[src/rtl/fifo8b_if.sv]
// Byte FIFO bus: producer write side, consumer read side, and the status flags.
// The FIFO itself uses the slave modport; the surrounding logic uses master.
interface fifo8b_if #(
  parameter int AW = 3
);
  logic [7:0]  I;
  logic        WE;
  logic        RE;
  logic [7:0]  O;
  logic        EMPTY;
  logic        FULL;
  logic [AW:0] CNT;
  logic        OVF;
  logic        UDF;

  modport slave (
    input  I, WE, RE,
    output O, EMPTY, FULL, CNT, OVF, UDF
  );

  modport master (
    output I, WE, RE,
    input  O, EMPTY, FULL, CNT, OVF, UDF
  );
endinterface

[src/rtl/fifo8b.sv]
// Synchronous first-word-fall-through byte FIFO; a write into an empty FIFO shows on O one cycle later.
// No backpressure: a write while FULL or a read while EMPTY is dropped and flagged for one cycle on OVF/UDF.
module fifo8b #(
  parameter int DEPTH = 8,
  parameter int AW    = 3
) (
  input  logic    CLK,
  input  logic    RSTN,
  fifo8b_if.slave bus
);

  localparam logic [AW:0] DEPTH_C = (AW+1)'(DEPTH);

  if (DEPTH != (1 << AW) || DEPTH < 2 || DEPTH > 256) begin : g_param_chk
    $error("fifo8b: DEPTH must be a power of two in 2..256 and equal 2**AW");
  end

  logic [7:0]    mem_q [DEPTH];
  logic [AW-1:0] wptr_q, wptr_d;
  logic [AW-1:0] rptr_q, rptr_d;
  logic [AW:0]   cnt_q, cnt_d;
  logic          empty_q, empty_d;
  logic          full_q, full_d;
  logic          ovf_q, ovf_d;
  logic          udf_q, udf_d;
  logic          wr_acc;
  logic          rd_acc;

  // Acceptance looks only at registered flags, so a full FIFO never writes through on a same-cycle pop.
  always_comb begin
    wr_acc  = bus.WE && !full_q;
    rd_acc  = bus.RE && !empty_q;
    wptr_d  = wptr_q;
    rptr_d  = rptr_q;
    cnt_d   = cnt_q;
    if (wr_acc) wptr_d = wptr_q + AW'(1);
    if (rd_acc) rptr_d = rptr_q + AW'(1);
    case ({wr_acc, rd_acc})
      2'b10:   cnt_d = cnt_q + (AW+1)'(1);
      2'b01:   cnt_d = cnt_q - (AW+1)'(1);
      default: cnt_d = cnt_q;
    endcase
    empty_d = (cnt_d == '0);
    full_d  = (cnt_d == DEPTH_C);
    ovf_d   = bus.WE && full_q;
    udf_d   = bus.RE && empty_q;
  end

  always_ff @(posedge CLK) begin
    if (!RSTN) begin
      wptr_q  <= '0;
      rptr_q  <= '0;
      cnt_q   <= '0;
      empty_q <= 1'b1;
      full_q  <= 1'b0;
      ovf_q   <= 1'b0;
      udf_q   <= 1'b0;
    end else begin
      wptr_q  <= wptr_d;
      rptr_q  <= rptr_d;
      cnt_q   <= cnt_d;
      empty_q <= empty_d;
      full_q  <= full_d;
      ovf_q   <= ovf_d;
      udf_q   <= udf_d;
    end
  end

  // Storage is deliberately left uncleared; the pointers alone define what is valid.
  always_ff @(posedge CLK) begin
    if (RSTN && wr_acc) begin
      mem_q[wptr_q] <= bus.I;
    end
  end

  assign bus.O     = empty_q ? 8'h00 : mem_q[rptr_q];
  assign bus.EMPTY = empty_q;
  assign bus.FULL  = full_q;
  assign bus.CNT   = cnt_q;
  assign bus.OVF   = ovf_q;
  assign bus.UDF   = udf_q;

endmodule

[src/flat_wrapper.sv]
// flat-port wrapper written by rule: the top's interface ports become plain ports
module fifo8b_flat 
#(
  parameter int DEPTH = 8,
  parameter int AW    = 3
)
  (CLK, RSTN, bus_I, bus_WE, bus_RE, bus_O, bus_EMPTY, bus_FULL, bus_CNT, bus_OVF, bus_UDF);
  fifo8b_if #(.AW(AW)) bus_i ();
  input  logic CLK;
  input  logic RSTN;
  input wire logic [$bits(bus_i.I)-1:0] bus_I;
  input wire logic [$bits(bus_i.WE)-1:0] bus_WE;
  input wire logic [$bits(bus_i.RE)-1:0] bus_RE;
  output wire logic [$bits(bus_i.O)-1:0] bus_O;
  output wire logic [$bits(bus_i.EMPTY)-1:0] bus_EMPTY;
  output wire logic [$bits(bus_i.FULL)-1:0] bus_FULL;
  output wire logic [$bits(bus_i.CNT)-1:0] bus_CNT;
  output wire logic [$bits(bus_i.OVF)-1:0] bus_OVF;
  output wire logic [$bits(bus_i.UDF)-1:0] bus_UDF;
  assign bus_i.I = bus_I;
  assign bus_i.WE = bus_WE;
  assign bus_i.RE = bus_RE;
  assign bus_O = bus_i.O;
  assign bus_EMPTY = bus_i.EMPTY;
  assign bus_FULL = bus_i.FULL;
  assign bus_CNT = bus_i.CNT;
  assign bus_OVF = bus_i.OVF;
  assign bus_UDF = bus_i.UDF;
  fifo8b #(.DEPTH(DEPTH), .AW(AW)) u_core (.CLK(CLK), .RSTN(RSTN), .bus(bus_i));
endmodule
[config.mk]
export PLATFORM = sky130hd
export DESIGN_NAME = fifo8b_flat
export DESIGN_NICKNAME = d
export VERILOG_FILES = /design/src/rtl/fifo8b_if.sv /design/src/rtl/fifo8b.sv /design/src/flat_wrapper.sv
export SDC_FILE = /design/constraint.sdc
export NUM_CORES = 1
export LEC_CHECK = 0
export CORE_MARGIN = 3
export CORE_UTILIZATION = 30
export DETAILED_ROUTE_END_ITERATION = 7
export PLACE_DENSITY = 0.53
export SYNTH_ARGS = -nofsm -noshare
export SYNTH_HDL_FRONTEND = slang
export SYNTH_SLANG_ARGS = --single-unit
[constraint.sdc]
create_clock -name CLK -period 2.7 [get_ports CLK]
set_input_delay 0.27 -clock CLK [delete_from_list [all_inputs] [get_ports CLK]]
set_output_delay 0.27 -clock CLK [all_outputs]
set_load 0.1 [all_outputs]
==> summary.txt <==
Run status
  – Result of the run: finished clean

Power
  – Power density over cell area: 837 nW/µm²
  – VDD IR max: 446 µV
  – Leakage power figure: 1.35 nW

Timing
  – Final period demand of the worst path: 2.25 ns
  – Hold Vio Cnt, Final: 0
  – Final critical-path share of the clock period: 83.2%
  – Relative max-transition margin: 60.8%
  – Achievable clock frequency: 0.445 GHz
  – Sum of negative setup slack: 0 ns
  – RSZ-0062 raised after global routing: no
  – Final Setup Violations: 0
  – Pins over their slew limit: 0
  – Skew final: 0.0103 ns
  – Worst-Margin Slew: 0.587 ns

GRT
  – Global-route wire length before repair: 9520 µm
  – Via count of the first global-routing pass: 1,741
  – Global-route usage over all layers: 11.2%
  – Grt ovf: 0
  – Largest net degree at the start of global routing: 17
  – Initial antenna violation count: 0

Clock tree
  – CTS tree: built
  – Later-pin clock latency in the skew report: 0.35 ns
  – Clk sinks: 81
  – Clock root buffer: sky130_fd_sc_hd__clkbuf_8
  – CTS H-tree lvls: 3
  – Number of buffers created by CTS: 9
  – Resized Gates After CTS: 0
  – Hold-fix buffers, CTS: 0
  – Clock tree buffer depth: 2
  – Clock transition at the registers of the reported paths: 0.08 ns
  – Number of buffers inserted to repair setup after CTS: 0

Drt
  – Routed wire per std cell: 16.1 µm
  – Number of detailed-routing iterations run before antenna repair: 4
  – Detailed-route vias per instance: 4.51
  – Initial DRC count: 55
  – DR DRC count: 0
  – Total length of routed wires: 5930 µm
  – Count of vias placed by the detailed router: 1,661
  – Post-detailed-route count of antenna-violating nets: 0

Synthesis
  – Number of register bits inferred by synthesis: 81
  – Async set-reset flop share out of synthesis: 0%
  – Number of instances in the synthesized netlist: 184
  – Synthesized area: 3180 µm²
  – Total of warnings raised by yosys: 0
  – Distinct cell type count after synthesis: 27
  – Most used flip-flop cell after synthesis: sky130_fd_sc_hd__edfxtp_1
  – Sequential cell area fraction in the yosys report: 71.0%
  – Synth Net Count: 201
  – Yosys top cell by area: sky130_fd_sc_hd__edfxtp_1
  – Number of flops mapped to enable cells by yosys: 64
  – Most frequent cell after synthesis: sky130_fd_sc_hd__edfxtp_1
  – Main area contributors after synthesis: sky130_fd_sc_hd__edfxtp_1 (60%), sky130_fd_sc_hd__mux4_2 (11%), sky130_fd_sc_hd__dfxtp_1 (11%)
  – Post-synth top area share: 60.4%
  – Most numerous cell types in the synthesized netlist: sky130_fd_sc_hd__edfxtp_1 (64), sky130_fd_sc_hd__nor2_1 (23), sky130_fd_sc_hd__dfxtp_1 (17)
  – Mapped Avg Cell Area: 17.3 µm²

Die
  – Die width: 109 µm
  – Die area: 11,900 µm²
  – Row count: 36
  – Boundary Pins: 28
  – Core box area: 10,000 µm²
  – Starting density of the core: 31.7%
  – Floorplan die height: 109 µm

Min path
  – Hold path start: bus_WE
  – HP Class: input pin to flip-flop

Finish
  – Nets: 247
  – Number of fill cells in the layout: 952
  – Finished Core Util: 39.4%
  – Area of combinational cells with multiple inputs: 872 µm²
  – Number of antenna repair diodes: 0
  – P&R area growth vs syn: 24.2%
  – Area taken by flip-flops and latches: 2260 µm²
  – Fraction of layout cells with a size suffix above 1: 28.5%

Setup path
  – Startpoint of the most critical register-to-register path: u_core.bus.EMPTY
  – Crit path capture type: output port
  – Crit path max fanout: 16
  – Critical Path AT: 1.98 ns
  – Critical path class: flip-flop to output port
  – Startpoint kind of the worst setup timing path: flip-flop
  – Required time of the worst setup path: 2.43 ns

Placement
  – Half-perimeter wire length after detailed placement: 3870 µm
  – Count of buffers inserted at the top-level ports: 27
  – Gpl congestion: 0.785

Run
  – Max_cap viols: 0
-- power by group --
part / switching, mW / total (mW) / internal (mW)
Sequential: 0.0665 / 1.47 / 1.40
Clock: 0.429 / 0.860 / 0.431
Combinational: 0.633 / 0.980 / 0.347
-- sequential cells by signal (all words and copies together) (netlist names), named ones only --
signal and cells:
u_core.mem_q 64, u_core.bus.CNT 4, u_core.rptr_q 3, u_core.wptr_q 3, u_core.bus.EMPTY 1, u_core.bus.FULL 1, u_core.bus.OVF 1, u_core.bus.UDF 1
-- kinds of logic (layout without fill, tap and decap cells) --
group                    Yosys count  count (layout)  synth area share [%]
flip-flops                        81              81                  71.0
buffers and inverters             10              61                  1.57
multiplexers                      27              27                  14.8
XOR/XNOR                           8               8                  2.20
AND/OR/NAND/NOR                   47              47                  6.95
adder cells (fa/ha/maj)            5               5                  1.96
AO/OA/AOI/OAI                      6               6                  1.49
-- routing by layer --
metal	share of wire [%]	GRT usage [%]	up-vias	routed length [µm]
met3	4.6	3.91	10	274
met5	0	0	-	0
met1	48	14.6	821	2830
met2	46	17.4	36	2750
li1	-	-	794	-
met4	1.4	3.79	0	82
-- worst max-delay path, stage by stage, from the launching register on --
cell                      delay (ns)
sky130_fd_sc_hd__dfxtp_1        0.31
sky130_fd_sc_hd__buf_4          0.31
sky130_fd_sc_hd__mux4_2         0.55
sky130_fd_sc_hd__mux2i_1        0.17
sky130_fd_sc_hd__nor2_1         0.09
sky130_fd_sc_hd__buf_12         0.18
-- layout make-up --
type	instances	area share [%]
sequential	81	57.3
multi-input combinational	93	22.0
inverter	2	0.190
clock buffer	10	3.23
clock inverter	6	1.68
tap	133	4.21
timing repair buffer	43	11.4
-- through the flow --
stage               setup WS (ns)  cells  total power, mW  hold WS [ns]  cell area [µm²]
floorplan                  0.0841    184             2.19         0.369             3190
global placement            0.249    352             2.49         0.526             3760
detailed placement          0.216    352             2.49         0.516             3760
CTS                         0.371    368             3.35         0.521             3960
global route                0.296    368             3.45         0.535             3960
finish                      0.454    368             3.31         0.531             3960
-- cell usage in the layout, fill, tap and decap left out, drive strengths merged, types with 5 or more instances in the layout --
master	count
buf	32
clkbuf	10
clkdlybuf4s50	11
dfxtp	17
edfxtp	64
ha	5
mux2i	11
mux4	16
nand2	5
nor2	23
nor2b	5
-- final timing paths --
kind                            slack, ns              end  depth (start not counted)
worst max-delay path                 0.45         bus_O[7]                          5
worst min-delay path                 0.53   u_core.bus.OVF                          2
worst max register to register       0.57  u_core.bus.FULL                          9
worst min register to register       0.54   u_core.bus.OVF                          1
Power figures use the tool's default switching activity.
